`src/rtl/cu_wb.sv`:
```
// Writeback stage: captures one instruction per 4-phase round, formats the
// load data or selects the ALU/link value, and issues a single register-file
// write strobe during stage 10.
module cu_wb #(
    parameter int unsigned XLEN      = 32,
    parameter int unsigned RF_ADDR_W = 5
) (
    input  logic                 soc_clk,
    input  logic                 WB_reset,
    input  logic                 WB_stall,
    input  logic                 WB_valid_in,
    input  logic [XLEN-1:0]      MEM_data,
    input  logic [XLEN-1:0]      ALU_result,
    input  logic [XLEN-1:0]      PC_plus4,
    input  logic [1:0]           byte_offset,
    input  logic [2:0]           funct3,
    input  logic [1:0]           wb_sel,
    input  logic [RF_ADDR_W-1:0] rd_addr,
    input  logic                 reg_write_in,
    output logic                 rf_wr_en,
    output logic [RF_ADDR_W-1:0] rf_wr_addr,
    output logic [XLEN-1:0]      rf_wr_data,
    output logic                 WB_done,
    output logic                 WB_misaligned,
    output logic                 WB_illegal,
    output logic [1:0]           WB_stage
);

    localparam logic [2:0] F3_LB  = 3'b000;
    localparam logic [2:0] F3_LH  = 3'b001;
    localparam logic [2:0] F3_LW  = 3'b010;
    localparam logic [2:0] F3_LBU = 3'b100;
    localparam logic [2:0] F3_LHU = 3'b101;

    localparam logic [1:0] SEL_ALU  = 2'b00;
    localparam logic [1:0] SEL_LOAD = 2'b01;
    localparam logic [1:0] SEL_PC4  = 2'b10;

    typedef enum logic [1:0] {
        ST_CAPTURE = 2'b00,
        ST_FORMAT  = 2'b01,
        ST_WRITE   = 2'b10,
        ST_DONE    = 2'b11
    } stage_t;

    stage_t               r_stage;
    logic                 r_pending;
    logic [XLEN-1:0]      r_mem_data;
    logic [XLEN-1:0]      r_alu;
    logic [XLEN-1:0]      r_pc4;
    logic [1:0]           r_off;
    logic [2:0]           r_f3;
    logic [1:0]           r_sel;
    logic [RF_ADDR_W-1:0] r_rd;
    logic                 r_rw;
    logic [XLEN-1:0]      r_result;
    logic                 r_mis;
    logic                 r_ill;

    logic [XLEN-1:0]      w_shifted;
    logic [XLEN-1:0]      w_load;
    logic [XLEN-1:0]      w_result;
    logic                 w_f3_bad;
    logic                 w_mis;
    logic                 w_ill;
    logic                 w_capture;
    logic                 w_write_ok;

    assign WB_stage   = r_stage;
    assign w_capture  = WB_valid_in & ~WB_stall;
    assign w_write_ok = r_pending & r_rw & (r_rd != '0) & ~r_mis & ~r_ill;

    // Load alignment/extension, result select and error detection on the captured round
    always_comb begin
        w_shifted = r_mem_data >> {r_off, 3'b000};
        w_load    = w_shifted;
        w_f3_bad  = 1'b0;
        w_mis     = 1'b0;
        w_result  = r_alu;
        case (r_f3)
            F3_LB:   w_load = {{(XLEN-8){w_shifted[7]}}, w_shifted[7:0]};
            F3_LH:   w_load = {{(XLEN-16){w_shifted[15]}}, w_shifted[15:0]};
            F3_LW:   w_load = w_shifted;
            F3_LBU:  w_load = {{(XLEN-8){1'b0}}, w_shifted[7:0]};
            F3_LHU:  w_load = {{(XLEN-16){1'b0}}, w_shifted[15:0]};
            default: w_f3_bad = 1'b1;
        endcase
        if (r_sel == SEL_LOAD) begin
            if (((r_f3 == F3_LH) || (r_f3 == F3_LHU)) && r_off[0])
                w_mis = 1'b1;
            if ((r_f3 == F3_LW) && (r_off != 2'b00))
                w_mis = 1'b1;
        end
        case (r_sel)
            SEL_ALU:  w_result = r_alu;
            SEL_LOAD: w_result = w_load;
            SEL_PC4:  w_result = r_pc4;
            default:  w_result = r_alu;
        endcase
        w_ill = (r_sel == 2'b11) || ((r_sel == SEL_LOAD) && w_f3_bad);
    end

    // Free-running stage counter and per-stage capture/format/write/done actions
    always_ff @(posedge soc_clk or posedge WB_reset) begin
        if (WB_reset) begin
            r_stage       <= ST_DONE;
            r_pending     <= 1'b0;
            r_mem_data    <= '0;
            r_alu         <= '0;
            r_pc4         <= '0;
            r_off         <= '0;
            r_f3          <= '0;
            r_sel         <= '0;
            r_rd          <= '0;
            r_rw          <= 1'b0;
            r_result      <= '0;
            r_mis         <= 1'b0;
            r_ill         <= 1'b0;
            rf_wr_en      <= 1'b0;
            rf_wr_addr    <= '0;
            rf_wr_data    <= '0;
            WB_done       <= 1'b0;
            WB_misaligned <= 1'b0;
            WB_illegal    <= 1'b0;
        end else begin
            r_stage <= stage_t'(2'(r_stage + 2'd1));
            case (r_stage)
                ST_DONE: begin
                    r_pending     <= w_capture;
                    WB_done       <= 1'b0;
                    WB_misaligned <= 1'b0;
                    WB_illegal    <= 1'b0;
                    if (w_capture) begin
                        r_mem_data <= MEM_data;
                        r_alu      <= ALU_result;
                        r_pc4      <= PC_plus4;
                        r_off      <= byte_offset;
                        r_f3       <= funct3;
                        r_sel      <= wb_sel;
                        r_rd       <= rd_addr;
                        r_rw       <= reg_write_in;
                    end
                end
                ST_CAPTURE: begin
                    r_result <= w_result;
                    r_mis    <= w_mis;
                    r_ill    <= w_ill;
                end
                ST_FORMAT: begin
                    rf_wr_en      <= w_write_ok;
                    WB_misaligned <= r_pending & r_mis;
                    WB_illegal    <= r_pending & r_ill;
                    if (w_write_ok) begin
                        rf_wr_addr <= r_rd;
                        rf_wr_data <= r_result;
                    end
                end
                ST_WRITE: begin
                    rf_wr_en <= 1'b0;
                    WB_done  <= r_pending;
                end
                default: begin
                    rf_wr_en <= 1'b0;
                end
            endcase
        end
    end

endmodule
```
`config.mk`:
```
export PLATFORM = sky130hd
export DESIGN_NAME = cu_wb
export DESIGN_NICKNAME = d
export VERILOG_FILES = /design/src/rtl/cu_wb.sv
export SDC_FILE = /design/constraint.sdc
export NUM_CORES = 1
export LEC_CHECK = 0
export BUFFER_PORTS_ARGS = -buffer_cell sky130_fd_sc_hd__buf_2
export CORE_MARGIN = 3
export CORE_UTILIZATION = 50
export DETAILED_ROUTE_END_ITERATION = 16
export GPL_TIMING_DRIVEN = 0
export PLACE_DENSITY = 0.7
export SYNTH_ARGS = -nofsm -noshare
export SYNTH_HDL_FRONTEND = slang
export SYNTH_SLANG_ARGS = --single-unit
```
`constraint.sdc`:
```
create_clock -name soc_clk -period 14.12 [get_ports soc_clk]
set_clock_uncertainty 0.2 [all_clocks]
set_input_delay 0 -clock soc_clk [delete_from_list [all_inputs] [get_ports soc_clk]]
set_output_delay 0 -clock soc_clk [all_outputs]
set_load 0.01 [all_outputs]
```
# Word level (Yosys, flattened, before mapping)
# Index checks and enable logic that the tools add are counted.
[totals]
regBits = 187
input_bits = 113
out_inout_bits = 43
wordCells = 66
[op_classes]
add_sub_neg = 1
n_eq_ne = 10
n_shift = 1
muxes = 10
n_bitwise = 10
reduce_logical = 15
[ops]
columns = ["op", "n"]
rows = [
  ["$pmux W32 S4", 1],
  ["$pmux W32 S2", 1],
  ["$shr A32 B5 Y32", 1],
  ["$eq A2 B2 Y1 const B", 4],
  ["$pmux W1 S2", 4],
  ["$reduce_bool A2 Y1", 4],
  ["$and A1 B1 Y1", 7],
  ["$eq A3 B3 Y1 const B", 2],
  ["$reduce_bool A5 Y1", 1],
  ["$reduce_or A5 Y1", 1],
  ["$eq A2 B1 Y1 const B", 2],
  ["$mux W1", 4],
  ["$reduce_and A2 Y1", 2],
  ["$eq A3 B1 Y1 const B", 1],
  ["$eq A3 B2 Y1 const B", 1],
  ["$logic_and A1 B1 Y1", 3],
  ["$logic_not A3 Y1", 1],
  ["$not A1 Y1", 3],
  ["$add A2 B1 Y2 const B", 1],
  ["$logic_not A2 Y1", 1],
  ["$logic_or A1 B1 Y1", 2],
]

# Depth between registers and ports, before layout
[logic_depth]
depth_word = 6
depth_mapped = 8
mapped_depth_nobuf = 6

# Worst setup path after synthesis
# OpenSTA, ideal clock, no wires.
[synth_path]
kind = "reg2reg"
start = "reg r_sel[0]"
end = "reg r_result[16]"
setup_time_ns = 0.126
arrival_ns = 1.784
required_ns = 13.794
slack_ns = 12.009
path_stages_with_launch = 9
path_buffers = 2
synth_period_minus_slack_ns = 2.111
cell_sequence = "dfrtp_1 inv_1 ha_1 clkbuf_1 clkinv_1 nand2_1 a31oi_1 buf_2 a21oi_1"
[synth_via]
elab_chain_cells = 2
elab_cells_between_ends = 3
cone_classes = "2 x eq/ne; 1 x mux"
[synth_rtl]
columns = ["item", "line_no", "source"]
rows = [
  ["start, declared", "53", "logic [1:0] r_sel;"],
  ["start signal, assigned", "139", "r_sel <= wb_sel;"],
  ["$eq A2 B2 Y1 or $eq A2 B1 Y1 (tied branches)", "94", "case (r_sel)"],
  ["$pmux W32 S2 (*)", "94", ""],
  ["end signal, assigned", "145", "r_result <= w_result;"],
  ["end, declared", "56", "logic [XLEN-1:0] r_result;"],
]
# Mark *: on every way between the ends. The rest lies on a longest branch, timed or not.
# A chain may end at the register's enable or synchronous reset.

# Worst setup path in the final report
[layout_path]
start = "reg r_sel[0]"
end = "reg r_result[27]"
# Same word-level chain as after synthesis.

==> reports/qor.yml <==
synthesis.area_um2: 8150
syn_avg_cell_area_um2: 13.06
setup_viol: 0
drtIter0Drc: 453
grt_max_degree: 120
post-route-min-period_ns: 2.949
rsz0062_at_grt: "false"
yosys_warnings: 0
synth_ff_type: "dfrtp_1"
vias: 6234
outcome: "completed"
mostFrequentLayoutCell: "dfrtp_1"
crit_arrival_ns: 3.05
root_buffer: "clkbuf_16"
multi_input_area_um2: 3231
port_buffers: 155
crit_path_end_kind: "register"
grt_pass1_wl_um: 34910
drc_errors: 0
grt_overflow: 0
clk_pin_slew_ns: 0.07
yosysUniqueCellTypes: 38
cap_violations: 0
h-tree-depth: 4
cts_buffers: 17
antenna_found_initial: 0
num_antenna_cells: 0
cts_resized: 0
num_io_pins: 156
grt_pass1_vias: 6507
power_w: 0.001544
clk_latency_ns: 0.43
max_freq_ghz: 0.3391
setup.worst_path.start_class: "register"
holdWs_ns: 0.1200
synth_nets: 744
vias_per_cell: 5.473
dp_hpwl_um: 15280
final.setup.tns_ns: 0
track_usage: 0.2518
layout-drive-gt1-share: 0.3792
worstMarginPinSlew_ns: 0.8589
core_area_um2: 15940
setup_ws_ns: 11.17
fin_nets: 1030
synth_edf_count: 0
initial_core_util: 0.5112
die_x_um: 133.7
ys_seq_elements: 187
cellLeakagePower_nw: 5.029
hold_violations: 0
n_fill_cell: 1128
wire_per_inst_um: 19.46
vdd_drop_max_uv: 96.79
final_cell_mix: "185 x dfrtp_1, 162 x buf_2, 146 x mux2_2, 111 x dlygate4sd3_1, 42 x o21ai_0"
dpl_cell_area_um2: 9231
cts_setup_buffers: 0
design_area_um2: 10940
period_share: 0.2088
max_slew_margin: 0.4247
crit_type: "register to register"
area_delta_synth_final_pct: 34.25
pre_cts_ws_ns: 11.32
cts_tree: "yes"
rows: 46
power_density_nw_per_um2: 141.1
slew_violations: 0
fp.dieH_um: 133.7
yosysSeqAreaShare: 0.5745
dieArea_um2: 17870
synthCells: 624
clk_path_buf_depth: 2
async_flop_share: 1.000
ant_nets: 0
cp_max_fo: 10
dr.pass1.iters: 5
cts_sinks: 187
register_area_um2: 4682
globalplace.congestion: 0.8546
totalWireLength_um: 22170
crit_required_ns: 14.22
hold_path.class: "input pin to register"
## critical path, cell delays in order (launching register included)
cell and delay, ns:
dfrtp_1 0.44, inv_1 0.07, ha_1 0.28, clkbuf_1 0.14
clkinv_1 0.18, nand2_1 0.26, a31oi_1 0.72, buf_2 0.40
a21oi_1 0.12
## state kept, by name (all words and copies together) (netlist names), 2 cells and up
register,cells
r_mem_data,32
r_sel,2
r_off,2
r_f3,3
r_result,32
r_pc4,32
rf_wr_data,32
r_rd,5
r_alu,32
rf_wr_addr,5
WB_stage,2
## layer usage
| layer | global-route usage | part of all wire |
|---|---|---|
| met1 | 0.3363 | 0.43 |
| met2 | 0.4151 | 0.49 |
| met3 | 0.05023 | 0.060 |
| met4 | 0.08571 | 0.022 |
| met5 | 0 | 0 |
## final cells by class
| cell class | instances | share of cell area |
|---|---|---|
| Sequential cell | 187 | 0.4279 |
| Multi-Input combinational cell | 382 | 0.2953 |
| Timing Repair Buffer | 267 | 0.1750 |
| Clock buffer | 18 | 0.03922 |
| Tap cell | 216 | 0.02470 |
| Buffer | 42 | 0.01727 |
| Clock inverter | 14 | 0.01555 |
| Inverter | 13 | 0.005146 |
## worst paths after layout
kind	startpoint	end	slack, ns	depth (start not counted)
max in group asynchronous	WB_reset	r_alu[22]	12.21	5
worst min-delay path	MEM_data[2]	r_mem_data[2]	0.12	3
worst max register to register	r_sel[0]	r_result[27]	11.17	8
min in group asynchronous	WB_reset	r_alu[1]	0.56	4
worst min register to register	WB_done	WB_done	0.29	2
worst max-delay path	r_sel[0]	r_result[27]	11.17	8
## timing repair
| action | CTS | global route |
|---|---|---|
| endpoints found under the hold margin | 296 | 0 |
| hold buffers | 111 | 0 |
| setup endpoints to repair | 0 | 0 |
## cell usage after synthesis, types with 8 or more instances
cell,number,share of area
o211ai_1,9,0.0083
nor2_1,22,0.010
a22oi_1,8,0.0074
inv_1,12,0.0055
mux2i_1,31,0.038
nand2_1,23,0.011
a221oi_1,8,0.0086
o21ai_0,42,0.026
mux2_2,146,0.20
o22ai_1,9,0.0069
a21oi_1,24,0.015
nand3b_1,25,0.023
clkbuf_1,31,0.014
dfrtp_1,185,0.57
## power by group
| part | switching, W | internal, W | total (W) | leakage [nW] |
|---|---|---|---|---|
| Sequential | 0.0000736 | 0.000653 | 0.000727 | 2.27 |
| Combinational | 0.000162 | 0.000168 | 0.000330 | 2.47 |
| Clock | 0.000208 | 0.000280 | 0.000487 | 0.295 |
| Total | 0.000443 | 0.00110 | 0.00154 | 5.03 |
## cell families (layout without fill, tap and decap cells)
| group | Yosys count | in the layout | synth area share |
|---|---|---|---|
| AO/OA/AOI/OAI | 117 | 117 | 0.09073 |
| XOR/XNOR | 1 | 1 | 0.001075 |
| adder cells (fa/ha/maj) | 7 | 7 | 0.01075 |
| buffers and inverters | 55 | 354 | 0.02917 |
| flip-flops | 187 | 187 | 0.5745 |
| multiplexers | 178 | 178 | 0.2426 |
| AND/OR/NAND/NOR | 79 | 79 | 0.05127 |
## metrics by stage
stage	cells	util
2_1_floorplan	624	-
3_3_place_gp	995	0.5768
3_5_place_dp	996	0.5790
4_1_cts	1139	0.6863
5_1_grt	1139	0.6863
6_report	1139	0.6863
Power figures use the tool's default switching activity.
